### src/rtl/interconnect_pkg.sv
// -----------------------------------------------------------------------------
// interconnect_pkg
// Shared definitions for the two-slave bus interconnect:
//   state_t      FSM state encoding (IDLE / ACTIVE / ERR)
//   slave_idx_t  index of the slave latched for the current transfer
//   ERR_DATA     read data returned to the master on an error response
//   addr_hit()   base/mask address match used by the decoder
// -----------------------------------------------------------------------------
package interconnect_pkg;

  typedef enum logic [1:0] {
    ST_IDLE   = 2'd0,
    ST_ACTIVE = 2'd1,
    ST_ERR    = 2'd2
  } state_t;

  typedef enum logic {
    SLV_0 = 1'b0,
    SLV_1 = 1'b1
  } slave_idx_t;

  localparam logic [31:0] ERR_DATA = 32'hDEAD_BEEF;

  // A slave claims an address when every bit selected by its mask matches
  // the corresponding bit of its base.
  function automatic logic addr_hit(input logic [31:0] adr,
                                    input logic [31:0] base,
                                    input logic [31:0] mask);
    return ((adr & mask) == (base & mask));
  endfunction

endpackage

### src/rtl/interconnect_addr_decode.sv
// -----------------------------------------------------------------------------
// interconnect_addr_decode
// Purely combinational address decoder for the two-slave interconnect.
// Both hit flags are raw matches; the slave-0 priority on overlapping
// windows is applied by the caller.
//
// Ports:
//   i_adr     in  32  master address
//   o_hit0    out  1  address falls in the slave 0 window
//   o_hit1    out  1  address falls in the slave 1 window
//   o_no_hit  out  1  address falls in neither window
// -----------------------------------------------------------------------------
module interconnect_addr_decode
  import interconnect_pkg::*;
#(
  parameter logic [31:0] S0_BASE = 32'h0000_0000,
  parameter logic [31:0] S0_MASK = 32'hFF00_0000,
  parameter logic [31:0] S1_BASE = 32'h0100_0000,
  parameter logic [31:0] S1_MASK = 32'hFF00_0000
) (
  input  logic [31:0] i_adr,
  output logic        o_hit0,
  output logic        o_hit1,
  output logic        o_no_hit
);

  logic w_hit0;
  logic w_hit1;

  assign w_hit0   = addr_hit(i_adr, S0_BASE, S0_MASK);
  assign w_hit1   = addr_hit(i_adr, S1_BASE, S1_MASK);

  assign o_hit0   = w_hit0;
  assign o_hit1   = w_hit1;
  assign o_no_hit = ~(w_hit0 | w_hit1);

endmodule

### src/rtl/interconnect_2_slaves.sv
// -----------------------------------------------------------------------------
// interconnect_2_slaves
// Single-master, two-slave bus interconnect. Each strobe is decoded in IDLE;
// a hit routes the master onto the chosen slave for the rest of the transfer,
// a miss produces a one-cycle error response (ack + ERR_DATA + o_err).
// Slave interrupts are OR-ed and registered towards the master.
//
// Optional feature: define INTERCONNECT_TIMEOUT_EN to enable the no-ack
// watchdog. When enabled, a transfer that stays in ACTIVE without an ack
// for TIMEOUT_CYCLES cycles is turned into an error response. When not
// defined, ACTIVE waits for an ack or a cyc drop indefinitely.
//
// Ports:
//   clk                      in   1  clock, rising edge
//   rst_n                    in   1  synchronous active-low reset
//   i_m_we/cyc/stb           in   1  master controls
//   i_m_sel                  in   4  master byte select
//   i_m_adr, i_m_dat         in  32  master address / write data
//   o_m_ack                  out  1  ack to master
//   o_m_dat                  out 32  read data to master
//   o_m_int                  out  1  registered OR of slave interrupts
//   o_sN_we/stb/cyc          out  1  slave N controls (N = 0, 1)
//   o_sN_sel                 out  4  slave N byte select
//   o_sN_adr, o_sN_dat       out 32  slave N address / write data
//   i_sN_dat                 in  32  slave N read data
//   i_sN_ack, i_sN_int       in   1  slave N ack / interrupt
//   o_err                    out  1  pulse on unmapped or timed-out transfer
//
// State table:
//   state      | meaning
//   -----------+---------------------------------------------------------
//   ST_IDLE    | no transfer; decode the next cyc&stb
//   ST_ACTIVE  | master routed to r_sel, waiting for its ack
//   ST_ERR     | one-cycle error response to the master
// -----------------------------------------------------------------------------
module interconnect_2_slaves
  import interconnect_pkg::*;
#(
  parameter logic [31:0] S0_BASE        = 32'h0000_0000,
  parameter logic [31:0] S0_MASK        = 32'hFF00_0000,
  parameter logic [31:0] S1_BASE        = 32'h0100_0000,
  parameter logic [31:0] S1_MASK        = 32'hFF00_0000,
  parameter int          TIMEOUT_CYCLES = 256
) (
  input  logic        clk,
  input  logic        rst_n,

  input  logic        i_m_we,
  input  logic        i_m_cyc,
  input  logic        i_m_stb,
  input  logic [3:0]  i_m_sel,
  input  logic [31:0] i_m_adr,
  input  logic [31:0] i_m_dat,
  output logic        o_m_ack,
  output logic [31:0] o_m_dat,
  output logic        o_m_int,

  output logic        o_s0_we,
  output logic        o_s0_stb,
  output logic        o_s0_cyc,
  output logic [3:0]  o_s0_sel,
  output logic [31:0] o_s0_adr,
  output logic [31:0] o_s0_dat,
  input  logic [31:0] i_s0_dat,
  input  logic        i_s0_ack,
  input  logic        i_s0_int,

  output logic        o_s1_we,
  output logic        o_s1_stb,
  output logic        o_s1_cyc,
  output logic [3:0]  o_s1_sel,
  output logic [31:0] o_s1_adr,
  output logic [31:0] o_s1_dat,
  input  logic [31:0] i_s1_dat,
  input  logic        i_s1_ack,
  input  logic        i_s1_int,

  output logic        o_err
);

  state_t      r_state;
  state_t      w_state_nxt;
  slave_idx_t  r_sel;
  slave_idx_t  w_sel_nxt;
  logic        r_int;

  logic        w_hit0;
  logic        w_hit1;
  logic        w_no_hit;
  logic        w_req;
  logic        w_sel_ack;
  logic [31:0] w_sel_dat;
  logic        w_timeout;

  interconnect_addr_decode #(
    .S0_BASE (S0_BASE),
    .S0_MASK (S0_MASK),
    .S1_BASE (S1_BASE),
    .S1_MASK (S1_MASK)
  ) u_decode (
    .i_adr    (i_m_adr),
    .o_hit0   (w_hit0),
    .o_hit1   (w_hit1),
    .o_no_hit (w_no_hit)
  );

  assign w_req     = i_m_cyc & i_m_stb;
  assign w_sel_ack = (r_sel == SLV_0) ? i_s0_ack : i_s1_ack;
  assign w_sel_dat = (r_sel == SLV_0) ? i_s0_dat : i_s1_dat;

`ifdef INTERCONNECT_TIMEOUT_EN
  localparam int CNT_W = (TIMEOUT_CYCLES > 1) ? $clog2(TIMEOUT_CYCLES) : 1;
  localparam logic [CNT_W-1:0] CNT_LAST = CNT_W'(TIMEOUT_CYCLES - 1);

  logic [CNT_W-1:0] r_cnt;

  // Held at zero outside ACTIVE so every transfer starts its count from 0.
  always_ff @(posedge clk) begin
    if (!rst_n) begin
      r_cnt <= '0;
    end else if (r_state != ST_ACTIVE) begin
      r_cnt <= '0;
    end else if (!w_sel_ack) begin
      r_cnt <= r_cnt + 1'b1;
    end
  end

  assign w_timeout = (r_state == ST_ACTIVE) && (r_cnt == CNT_LAST);
`else
  assign w_timeout = 1'b0;
`endif

  // State register
  always_ff @(posedge clk) begin
    if (!rst_n) begin
      r_state <= ST_IDLE;
      r_sel   <= SLV_0;
      r_int   <= 1'b0;
    end else begin
      r_state <= w_state_nxt;
      r_sel   <= w_sel_nxt;
      r_int   <= i_s0_int | i_s1_int;
    end
  end

  // Next-state logic
  always_comb begin
    w_state_nxt = r_state;
    w_sel_nxt   = r_sel;
    case (r_state)
      ST_IDLE: begin
        if (w_req) begin
          if (w_no_hit) begin
            w_state_nxt = ST_ERR;
          end else begin
            w_state_nxt = ST_ACTIVE;
            // slave 0 wins when the windows overlap
            w_sel_nxt   = w_hit0 ? SLV_0 : SLV_1;
          end
        end
      end
      ST_ACTIVE: begin
        // A cyc drop aborts silently; the watchdog outranks a late ack
        // because the slave strobe is already withdrawn in that cycle.
        if (!i_m_cyc) begin
          w_state_nxt = ST_IDLE;
        end else if (w_timeout) begin
          w_state_nxt = ST_ERR;
        end else if (w_sel_ack) begin
          w_state_nxt = ST_IDLE;
        end
      end
      ST_ERR: begin
        w_state_nxt = ST_IDLE;
      end
      default: begin
        w_state_nxt = ST_IDLE;
      end
    endcase
  end

  // Output logic
  always_comb begin
    o_s0_we  = 1'b0;
    o_s0_stb = 1'b0;
    o_s0_cyc = 1'b0;
    o_s0_sel = '0;
    o_s0_adr = '0;
    o_s0_dat = '0;
    o_s1_we  = 1'b0;
    o_s1_stb = 1'b0;
    o_s1_cyc = 1'b0;
    o_s1_sel = '0;
    o_s1_adr = '0;
    o_s1_dat = '0;
    o_m_ack  = 1'b0;
    o_m_dat  = '0;
    o_err    = 1'b0;
    case (r_state)
      ST_ACTIVE: begin
        if (r_sel == SLV_0) begin
          o_s0_we  = i_m_we;
          o_s0_stb = i_m_stb & ~w_timeout;
          o_s0_cyc = i_m_cyc & ~w_timeout;
          o_s0_sel = i_m_sel;
          o_s0_adr = i_m_adr;
          o_s0_dat = i_m_dat;
        end else begin
          o_s1_we  = i_m_we;
          o_s1_stb = i_m_stb & ~w_timeout;
          o_s1_cyc = i_m_cyc & ~w_timeout;
          o_s1_sel = i_m_sel;
          o_s1_adr = i_m_adr;
          o_s1_dat = i_m_dat;
        end
        o_m_ack = w_sel_ack & ~w_timeout;
        o_m_dat = w_sel_dat;
      end
      ST_ERR: begin
        o_m_ack = 1'b1;
        o_m_dat = ERR_DATA;
        o_err   = 1'b1;
      end
      default: begin
      end
    endcase
  end

  assign o_m_int = r_int;

endmodule

### config.mk
export PLATFORM = sky130hd
export DESIGN_NAME = interconnect_2_slaves
export DESIGN_NICKNAME = d
export VERILOG_FILES = /design/src/rtl/interconnect_pkg.sv /design/src/rtl/interconnect_addr_decode.sv /design/src/rtl/interconnect_2_slaves.sv
export SDC_FILE = /design/constraint.sdc
export NUM_CORES = 1
export LEC_CHECK = 0
export BUFFER_PORTS_ARGS = -buffer_cell sky130_fd_sc_hd__buf_2
export CELL_PAD_IN_SITES_DETAIL_PLACEMENT = 0
export CELL_PAD_IN_SITES_GLOBAL_PLACEMENT = 1
export CORE_AREA = 4 4 123 125
export CTS_BUF_LIST = sky130_fd_sc_hd__clkbuf_16
export DETAILED_ROUTE_END_ITERATION = 10
export DIE_AREA = 0 0 127 129
export PLACE_DENSITY = 0.76
export SLEW_MARGIN = 25
export SYNTH_ARGS = -nofsm -noshare
export SYNTH_HDL_FRONTEND = slang
export SYNTH_SLANG_ARGS = --single-unit
### constraint.sdc
create_clock -name clk -period 3.4 [get_ports clk]
set_input_delay 0.17 -clock clk [delete_from_list [all_inputs] [get_ports clk]]
set_output_delay 0.17 -clock clk [all_outputs]
set_load 0.02 [all_outputs]
# Word level (Yosys, flattened, before mapping)
# Index checks and enable logic that the tools add are counted.
# op_classes
n_addsub,0
multipliers,0
div_mod_pow,0
order_cmp,0
eq_ne,5
shifts,0
mux,35
n_bitwise,3
reduce_logical,4
# ops
op,count
$mux 32,9
$pmux 32 s2,1
$logic_not 32->1,1
$mux 4,4
$mux 1,15
$eq 8x1->1 const B,1
$mux 2,4
$pmux 2 s2,1
$ne 3x3->1 const B,1
$reduce_and 3->1,1
$eq 2x1->1 const B,1
$eq 2x2->1 const B,1
$logic_not 2->1,1
$ne 2x2->1 const B,1
$or 1x1->1,2
$pmux 1 s2,1
$reduce_and 2->1,1
$and 1x1->1,1
# totals
regBits,4
latch_bits,0
ramBits,0
romBits,0
out_inout_bits,177
wordCells,50
memories,0

# Logic depth before layout (Yosys ltp)
# Gate-level depths: netlist of run 1.
# depth
ltp_word,5
depth_mapped,6

# Hierarchy
# From an unflattened synthesis of run 1, not the netlist that was laid out.
# unflattened
hier_cells,300
area_unflattened_um2,2026.9
# modules_own_cells
mod,n_inst,cells_per_inst,area_each_um2
interconnect_2_slaves,1,294,1984.4
interconnect_addr_decode,1,6,42.5

# Worst setup path after synthesis of run 1
# OpenSTA, ideal clock, no wires.
# synth_timing
path_kind,reg-to-output
from,register r_state[0]
to,output port o_m_dat[2]
t_arrival_ps,1554
required_ps,3230
setup_slack_ps,1676
path_stages_with_launch,7
n_path_buf,2
cell_sequence,dfxtp_1 inv_1 ha_1 clkbuf_1 buf_1 a21oi_1 nor2b_1
# synth_between
elab_chain_cells,2
word_cells_on_any_way,3
cone_classes,eq/ne (2); mux (1)
# synth_lines
element,line,rtl
"start, declared",interconnect_2_slaves.sv:81,state_t r_state;
"start signal, assigned",interconnect_2_slaves.sv:140,r_state <= w_state_nxt;
$eq 2x2->1 / $eq 2x1->1 (equally long branches),interconnect_2_slaves.sv:199,case (r_state)
$pmux 32 s2 (*),interconnect_2_slaves.sv:199,
"end, declared",interconnect_2_slaves.sv:55,"output logic [31:0] o_m_dat,"
# Mark *: on every way between the ends. The rest lies on a longest branch, timed or not.

# Worst setup path in the final report of run 1
# layout_timing
from,register r_sel
to,output port o_m_dat[6]
# layout_between
elab_chain_cells,2
# layout_lines
element,line,rtl
"start, declared",interconnect_2_slaves.sv:83,slave_idx_t r_sel;
"start signal, assigned",interconnect_2_slaves.sv:141,r_sel <= w_sel_nxt;
$mux 32,interconnect_2_slaves.sv:109,assign w_sel_dat = (r_sel == SLV_0) ? i_s0_dat : i_s1_dat;
$pmux 32 s2,interconnect_2_slaves.sv:199,
# Every way passes these cells.

==> impl_metrics.env, run 1 <==
export IMPL_core_region_area_um2=13900
export IMPL_yosys_area_top_type="and3_1"
export IMPL_ir_worst_vdd_uv=125
export IMPL_stdcell_area_um2=3780
export IMPL_worstHoldPathCells=3
export IMPL_min_from="i_s0_int"
export IMPL_grt_pass1_wl_um=15500
export IMPL_final_cell_mix="317 x buf_2, 70 x and3_1, 69 x and2_1"
export IMPL_hp_class="in -> reg"
export IMPL_grt_max_degree=108
export IMPL_wire_per_inst_um=14.0
export IMPL_rsz0062_at_grt="no"
export IMPL_met1_usage=0.145
export IMPL_cts_buffers_inserted=3
export IMPL_crit_reg2reg_launch="r_sel$_SDFFE_PN0P_"
export IMPL_cp_top_family="flip-flops"
export IMPL_drtAntennaViolNets=0
export IMPL_grt_antenna_before_repair=0
export IMPL_reg2reg_slack_ns=1.56
export IMPL_fillCellCount=1539
export IMPL_arrival_ns=1.95
export IMPL_clkTransAtPathRegs_ns=0.03
export IMPL_fin_nets=733
export IMPL_path_cells="buf_12 > mux2_2 > a21oi_1 > nor2b_1 > buf_2"
export IMPL_setup_viol=0
export IMPL_synth_top_cell_area_share=0.224
export IMPL_tns_ns=0
export IMPL_hpwl_um=8560
export IMPL_dominantRegCellSynth="dfxtp_1"
export IMPL_avgSynthCellArea_um2=6.58
export IMPL_gp_congestion=0.794
export IMPL_overflow=0
export IMPL_relSlewSlack=0.394
export IMPL_reg2reg_depth=4
export IMPL_placed_cells=763
export IMPL_cp_data_required_time_ns=3.23
export IMPL_synth_edf_count=0
export IMPL_synth_seq_cells=4
export IMPL_ys_warn_count=0
export IMPL_regArea_um2=83.8
export IMPL_place_area_um2=3680
export IMPL_grt_use_met2=0.208
export IMPL_cts_tree="done"
export IMPL_cp_depth=5
export IMPL_cp_end_kind="primary output"
export IMPL_postCtsHoldBufs=0
export IMPL_synthArstFlopShare=0
export IMPL_setup_ws_ns=1.28
export IMPL_met3_usage=0.0195
export IMPL_final_common_cell="buf_2"
export IMPL_status="complete, no violations"
export IMPL_syn_inst=297
export IMPL_worst_path_max_delay_cell="dfxtp_4"
export IMPL_num_rows=43
export IMPL_crit_buf_inv=2
export IMPL_multi_input_area_um2=1730
export IMPL_yosys_cell_types_count=28
export IMPL_fin_cells=768
export IMPL_synth_area_leaders="and3_1 22%, and2_1 22%, mux2_2 14%, nor2b_1 8.3%, a21oi_1 6.4%"
export IMPL_cts_setup_buffers=0
export IMPL_final_hold_violation_count=0
export IMPL_fin_skew_ns=0.00222
export IMPL_drt_initial_drc_count=115
export IMPL_clock_fmax_ghz=0.471
export IMPL_final_layout_size_suffix_gt1_frac=0.607
export IMPL_p_leak_uw=0.00251
export IMPL_ys_seq_area_frac=0.0410
export IMPL_grt_usage=0.114
export IMPL_dieArea_um2=16400
export IMPL_port_buffers=317
export IMPL_max_slew_worst_pin_slew_ns=0.909
export IMPL_vias_per_cell=4.07
export IMPL_min_period_ns=2.12
export IMPL_wl_um=10800
export IMPL_clock_root_buffer="clkbuf_16"
export IMPL_drtPass1Iterations=4
export IMPL_areaGrowthSynthToFinish_pct=93.5
export IMPL_grt_pass1_vias=2959
export IMPL_drv_slew=0
export IMPL_clk_latency_ns=0.23
export IMPL_drt_drc_violations_left=0
export IMPL_whs_endpoint="o_m_int$_SDFF_PN0_"
export IMPL_crit_fanout=59
export IMPL_cts_resized=0
export IMPL_dpl_worst_slack_ns=1.35
export IMPL_die_h_um=129
export IMPL_crit_path_start_kind="flop"
export IMPL_num_antenna_cells=0
export IMPL_power_density_nw_per_um2=109
export IMPL_clk_path_buf_depth=2
export IMPL_maxCapViolCount=0
export IMPL_fin_crit_sh=0.625
export IMPL_syn_num_nets=441
export IMPL_vias=3129
export IMPL_syn_area_um2=1950
export IMPL_cts_sinks=4
export IMPL_htreeDepth=1
export IMPL_reg2reg_to="r_state[1]$_SDFFE_PN0P_"
export IMPL_slowest_delay_ns=0.64
export IMPL_dieWidth_um=127
export IMPL_busiest_layer="met2"
export IMPL_critical_path_class="reg -> out"
export IMPL_io_pins=318
export IMPL_initial_core_util=0.141
==> area by class of cell <==
| type | count | share of cell area |
|---|---|---|
| clock inverters | 1 | 0.000993 |
| multi-input cells | 255 | 0.458 |
| well taps | 180 | 0.0596 |
| flip-flops and latches | 4 | 0.0222 |
| inverters | 3 | 0.00298 |
| clock buffers | 3 | 0.0199 |
| repair buffers | 322 | 0.436 |
==> worst min-delay path, delay by kind of cell <==
family / cells / cell delay [ns]
buffers and inverters: 1 / 0.08
and+or+nand+nor: 2 / 0.11
==> routing by layer <==
metal | wire length (um) | up-vias
met1 | 4420 | 1357
met4 | 49 | 0
li1 | - | 1595
met2 | 5440 | 173
met3 | 866 | 4
met5 | 0 | -
==> how the worst max path moves through the flow <==
stage / start / end
3_5_place_dp: r_sel$_SDFFE_PN0P_ / o_s0_we
3_3_place_gp: r_sel$_SDFFE_PN0P_ / o_s0_we
4_1_cts: r_sel$_SDFFE_PN0P_ / o_s0_we
5_1_grt: r_state[0]$_SDFFE_PN0P_ / o_m_dat[4]
6_report: r_sel$_SDFFE_PN0P_ / o_m_dat[6]
2_1_floorplan: r_state[0]$_SDFFE_PN0P_ / o_m_dat[2]
==> metrics by stage <==
step / hold slack [ns] / util / total power (uW)
2_1_floorplan: 0.286 / - / 116
3_3_place_gp: 0.403 / 0.265 / 222
3_5_place_dp: 0.412 / 0.265 / 223
4_1_cts: 0.175 / 0.271 / 420
5_1_grt: 0.191 / 0.272 / 444
6_report: 0.174 / 0.272 / 412
==> cell families after synthesis <==
kind of cell | Yosys count | synth area share
DFF | 4 | 0.0410
and+or+nand+nor | 187 | 0.581
muxes | 33 | 0.185
adders and majority gates | 3 | 0.0192
buffers and inverters | 38 | 0.0775
AOI/OAI and AO/OA | 32 | 0.0960
==> report_power, final <==
part	switching (uW)	internal [uW]
registers	0.742	48.2
logic	77.5	94.3
clock network	38.8	152
==> state kept, by name (all words and copies together), names as in the netlist <==
register	flops
r_state	2
o_m_int	1
r_sel	1
==> Yosys cell counts (3+ instances only) <==
cell      number
mux2_2        25
buf_2          4
and3_1        70
a21oi_1       25
nand2_1        5
mux2i_1        8
dfxtp_1        4
nor2b_1       26
and2_1        69
inv_1          3
clkbuf_1      29
ha_1           3
nor2_1        11
No activity file was read; power rests on OpenSTA's default activity.
==> run 2: changes to the inputs <==
Clock period 3.4 ns to 2.05 ns, I/O delays scaled along.
==> run 2 against run 1 <==
Total power up 64%. Clock-buffer cell count unchanged. Hold slack worse by 0.081 ns. Combinational power up 66%. Via count up 0.77%. Sequential power up 66%. Largest cell class unchanged. Largest power group unchanged. Highest routed layer unchanged.
==> impl_metrics.env, run 2 (synthesis gave the netlist of run 1 again) <==
export IMPL_status="complete, no violations"
export IMPL_clk_path_buf_depth=2
export IMPL_worst_path_max_delay_cell="buf_4"
export IMPL_grt_antenna_before_repair=0
export IMPL_gp_congestion=0.816
export IMPL_final_hold_violation_count=0
export IMPL_min_period_ns=1.87
export IMPL_combinationalPowerShare=0.424
export IMPL_cts_resized=0
export IMPL_final_common_cell="buf_2"
export IMPL_drv_slew=0
export IMPL_crit_reg2reg_launch="r_sel$_SDFFE_PN0P_"
export IMPL_dieWidth_um=127
export IMPL_path_cells="inv_1 > ha_2 > buf_4 > nand2_1 > nor2_1 > buf_2"
export IMPL_cts_tree="done"
export IMPL_hp_class="in -> reg"
export IMPL_drtAntennaViolNets=0
export IMPL_reg2reg_depth=3
export IMPL_fin_skew_ns=0.00379
export IMPL_crit_path_start_kind="flop"
export IMPL_die_h_um=129
export IMPL_busiest_layer="met2"
export IMPL_p_sw_frac=0.276
export IMPL_postCtsHoldBufs=0
export IMPL_ir_worst_vdd_uv=196
export IMPL_place_area_um2=3730
export IMPL_min_from="i_s0_int"
export IMPL_whs_endpoint="o_m_int$_SDFF_PN0_"
export IMPL_cp_depth=6
export IMPL_hpwl_um=8950
export IMPL_cts_buffers_inserted=3
export IMPL_io_pins=318
export IMPL_clk_latency_ns=0.23
export IMPL_setup_ws_ns=0.181
export IMPL_drt_initial_drc_count=87
export IMPL_port_buffers=317
export IMPL_overflow=0
export IMPL_final_layout_size_suffix_gt1_frac=0.611
export IMPL_intPower_uw=489
export IMPL_critical_path_class="reg -> out"
export IMPL_crit_fanout=32
export IMPL_rsz0062_at_grt="no"
export IMPL_core_region_area_um2=13900
export IMPL_largest_register_ffs=2
export IMPL_clock_fmax_ghz=0.535
export IMPL_clkTransAtPathRegs_ns=0.03
export IMPL_cp_end_kind="primary output"
export IMPL_power_density_nw_per_um2=177
export IMPL_cp_data_required_time_ns=1.95
export IMPL_num_antenna_cells=0
export IMPL_vias_per_cell=4.08
export IMPL_arrival_ns=1.77
export IMPL_p_leak_uw=0.00253
export IMPL_grt_pass1_wl_um=15500
export IMPL_power_switching_uw=187
export IMPL_grt_usage=0.115
export IMPL_timing_hold_ws_ns=0.0929
export IMPL_drtPass1Iterations=6
export IMPL_power_frac_seq=0.121
export IMPL_dieArea_um2=16400
export IMPL_htreeDepth=1
export IMPL_tns_ns=0
export IMPL_grt_max_degree=57
export IMPL_startpoint="r_state[1]$_SDFFE_PN0P_"
export IMPL_met1_usage=0.140
export IMPL_reg2reg_to="r_state[1]$_SDFFE_PN0P_"
export IMPL_num_rows=43
export IMPL_cp_top_family="buffers and inverters"
export IMPL_final_cell_mix="317 x buf_2, 70 x and3_1, 69 x and2_1"
export IMPL_max_slew_worst_pin_slew_ns=0.516
export IMPL_grt_use_met2=0.215
export IMPL_clock_root_buffer="clkbuf_16"
export IMPL_fin_crit_sh=0.912
export IMPL_initial_core_util=0.141
export IMPL_wire_per_inst_um=14.0
export IMPL_relSlewSlack=0.656
export IMPL_p_clk_frac=0.456
export IMPL_crit_buf_inv=3
export IMPL_met3_usage=0.0241
export IMPL_stdcell_area_um2=3810
export IMPL_dpl_worst_slack_ns=0.327
export IMPL_drt_drc_violations_left=0
export IMPL_cts_setup_buffers=0
export IMPL_areaGrowthSynthToFinish_pct=95.1
export IMPL_cts_sinks=4
export IMPL_vias=3153
export IMPL_fin_nets=737
export IMPL_worstHoldPathCells=3
export IMPL_maxCapViolCount=0
export IMPL_reg2reg_slack_ns=0.41
export IMPL_grt_pass1_vias=3055
export IMPL_setup_viol=0
export IMPL_top_register="r_state"
export IMPL_wl_um=10800
export IMPL_slowest_delay_ns=0.31
run 2: cell types whose count changed in the layout (fill, tap and decap cells not counted):
cell / change
buf_4: +4
ha_1: -1
ha_2: +1
run 2: power by group through the flow:
| stage | logic (uW) | clock network, uW | registers, uW |
|---|---|---|---|
| after floorplan | 108 | 0 | 84.9 |
| after global placement | 287 | 0 | 82.1 |
| after detailed placement | 288 | 0 | 82.5 |
| after CTS | 289 | 313 | 81.5 |
| after global routing | 318 | 323 | 81.6 |
| final | 286 | 308 | 81.4 |
run 2: worst reg2reg max path: stages (launching register included):
cell and delay (ns):
dfxtp_4 0.66, mux2_2 0.45, o21bai_1 0.26, o32ai_1 0.13
run 2: worst max path at each step:
stage,end,slack [ns]
6_report,o_m_dat[14],0.18
4_1_cts,o_m_dat[14],0.09
3_5_place_dp,o_m_dat[4],0.33
2_1_floorplan,o_m_dat[2],0.39
3_3_place_gp,o_m_dat[24],0.39
5_1_grt,o_m_dat[8],0.08
run 2: metrics by stage:
stage / std cells / utilization / power (uW)
6_report: 772 / 0.275 / 676
5_1_grt: 772 / 0.275 / 723
4_1_cts: 772 / 0.275 / 684
3_5_place_dp: 768 / 0.269 / 370
3_3_place_gp: 768 / 0.269 / 369
2_1_floorplan: 297 / - / 193
run 2: routing by layer:
layer  part of all wire  wire length (um)  vias up
li1                   -                 -     1599
met1               0.39              4260     1378
met2               0.51              5530      174
met3              0.091               985        2
met4             0.0011                12        0
met5                  0                 0        -
run 2: layout make-up:
type	count	area, um2
Fill cell	1558	10100
Tap cell	180	225
Inverter	3	11.3
Timing Repair Buffer	326	1680
Clock buffer	3	75.1
Sequential cell	4	83.8
Multi-Input combinational cell	255	1740
Clock inverter	1	3.75
==> run 3: changes to the inputs <==
Settings changed: CELL_PAD_IN_SITES_DETAIL_PLACEMENT 0 to 1.
==> run 3 against run 2 <==
Non-clock buffer count is the same. Die area is the same. First-iteration DRC count fell by 32%. Maximum frequency is 1.6% higher. Clock skew fell by 0.0022 ns. Routed wire length up 9.9%. Register-to-register slack improved by 0.04 ns. Total power grew 0.38%. Utilization hardly changed.
==> impl_metrics.env, run 3 (synthesis gave the netlist of run 1 again) <==
export IMPL_final_common_cell="buf_2"
export IMPL_port_buffers=317
export IMPL_fin_skew_ns=0.00156
export IMPL_cts_buffers_inserted=3
export IMPL_reg2reg_depth=6
export IMPL_wire_per_inst_um=15.4
export IMPL_cts_resized=0
export IMPL_clkTransAtPathRegs_ns=0.03
export IMPL_fillCellCount=1832
export IMPL_ir_worst_vdd_uv=164
export IMPL_combinationalPowerShare=0.427
export IMPL_worst_path_max_delay_cell="buf_4"
export IMPL_io_pins=318
export IMPL_grt_pass1_vias=3394
export IMPL_postCtsHoldBufs=0
export IMPL_clk_path_buf_depth=2
export IMPL_num_rows=43
export IMPL_fin_crit_sh=0.897
export IMPL_die_h_um=129
export IMPL_rsz0062_at_grt="no"
export IMPL_wl_um=11900
export IMPL_crit_fanout=32
export IMPL_initial_core_util=0.141
export IMPL_drtAntennaViolNets=0
export IMPL_path_common_cell="buf_4"
export IMPL_htreeDepth=1
export IMPL_cp_top_family="buffers and inverters"
export IMPL_dieWidth_um=127
export IMPL_crit_path_start_kind="flop"
export IMPL_clock_fmax_ghz=0.544
export IMPL_drt_drc_violations_left=0
export IMPL_final_hold_violation_count=0
export IMPL_critical_path_class="reg -> out"
export IMPL_drv_slew=0
export IMPL_intPower_uw=489
export IMPL_vias=3287
export IMPL_power_density_nw_per_um2=178
export IMPL_core_region_area_um2=13900
export IMPL_grt_antenna_before_repair=0
export IMPL_min_from="i_s0_int"
export IMPL_worstHoldPathCells=3
export IMPL_drt_initial_drc_count=59
export IMPL_max_slew_worst_pin_slew_ns=0.506
export IMPL_drtPass1Iterations=4
export IMPL_power_switching_uw=189
export IMPL_met1_usage=0.150
export IMPL_grt_usage=0.130
export IMPL_p_sw_frac=0.279
export IMPL_power_frac_seq=0.120
export IMPL_grt_pass1_wl_um=17600
export IMPL_grt_use_met2=0.249
export IMPL_crit_buf_inv=4
export IMPL_cts_tree="done"
export IMPL_crit_reg2reg_launch="r_state[1]$_SDFFE_PN0P_"
export IMPL_final_cell_mix="317 x buf_2, 70 x and3_1, 69 x and2_1"
export IMPL_cp_end_kind="primary output"
export IMPL_setup_viol=0
export IMPL_min_period_ns=1.84
export IMPL_overflow=0
export IMPL_num_antenna_cells=0
export IMPL_cts_setup_buffers=0
export IMPL_cp_data_required_time_ns=1.95
export IMPL_status="complete, no violations"
export IMPL_p_leak_uw=0.00253
export IMPL_dieArea_um2=16400
export IMPL_largest_register_ffs=2
export IMPL_top_register="r_state"
export IMPL_gp_congestion=0.816
export IMPL_p_clk_frac=0.453
export IMPL_met3_usage=0.0328
export IMPL_timing_hold_ws_ns=0.0960
export IMPL_whs_endpoint="o_m_int$_SDFF_PN0_"
export IMPL_clk_latency_ns=0.22
export IMPL_reg2reg_slack_ns=0.45
export IMPL_clock_root_buffer="clkbuf_16"
export IMPL_maxCapViolCount=0
export IMPL_reg2reg_to="r_state[1]$_SDFFE_PN0P_"
export IMPL_vias_per_cell=4.26
export IMPL_grt_max_degree=57
export IMPL_path_cells="inv_1 > ha_2 > buf_4 > buf_4 > and3_1 > buf_2"
export IMPL_areaGrowthSynthToFinish_pct=95.3
export IMPL_cp_depth=6
export IMPL_cts_sinks=4
export IMPL_final_layout_size_suffix_gt1_frac=0.613
export IMPL_hpwl_um=9970
export IMPL_relSlewSlack=0.663
export IMPL_slowest_delay_ns=0.33
export IMPL_tns_ns=0
export IMPL_arrival_ns=1.74
export IMPL_fin_nets=737
export IMPL_busiest_layer="met2"
export IMPL_hp_class="in -> reg"
==> run 3: cell counts in the layout (fill, tap and decap cells not counted) <==
Identical to the previous run, type by type.
==> run 3: worst max-delay path by stage <==
stage / start / to
6_report: r_state[1]$_SDFFE_PN0P_ / o_s1_dat[10]
2_1_floorplan: r_state[0]$_SDFFE_PN0P_ / o_m_dat[2]
3_3_place_gp: r_state[0]$_SDFFE_PN0P_ / o_m_dat[24]
5_1_grt: r_sel$_SDFFE_PN0P_ / o_m_dat[28]
4_1_cts: r_state[0]$_SDFFE_PN0P_ / o_m_dat[24]
3_5_place_dp: r_state[0]$_SDFFE_PN0P_ / o_m_dat[24]
==> run 3: routing by layer <==
metal	vias up	routed length, um
met3	8	1030
met2	177	6100
met1	1499	4640
met4	0	93
met5	-	0
li1	1603	-
==> run 3: layout make-up <==
type,count,area [um2],area share
Multi-Input combinational cell,255,1740,0.455
Timing Repair Buffer,326,1680,0.440
Tap cell,180,225,0.0590
Sequential cell,4,83.8,0.0220
Clock buffer,3,75.1,0.0197
Inverter,3,11.3,0.00295
Clock inverter,1,3.75,0.000984
==> run 3: power groups by stage <==
| stage | logic [uW] | clock network, uW | registers [uW] |
|---|---|---|---|
| 3_3_place_gp | 287 | 0 | 82.1 |
| 2_1_floorplan | 108 | 0 | 84.9 |
| 5_1_grt | 325 | 320 | 81.6 |
| 4_1_cts | 293 | 311 | 81.3 |
| 6_report | 290 | 307 | 81.3 |
| 3_5_place_dp | 292 | 0 | 82.4 |
==> run 3: worst reg2reg max path, delay by kind of cell (launching register included) <==
| kind | cells | cell delay [ns] |
|---|---|---|
| flops | 1 | 0.30 |
| compound gates | 2 | 0.41 |
| fa+ha+maj | 1 | 0.20 |
| simple gates | 1 | 0.16 |
| buf+inv | 2 | 0.43 |
==> run 3: stage by stage <==
stage / power (uW) / cells / utilization / worst slack (ns) / area, um2
floorplan: 193 / 297 / - / 0.394 / 1950
global placement: 369 / 768 / 0.269 / 0.389 / 3730
detailed placement: 375 / 768 / 0.269 / 0.298 / 3730
CTS: 685 / 772 / 0.275 / 0.0343 / 3810
global route: 726 / 772 / 0.275 / 0.0955 / 3820
finish: 678 / 772 / 0.275 / 0.210 / 3820
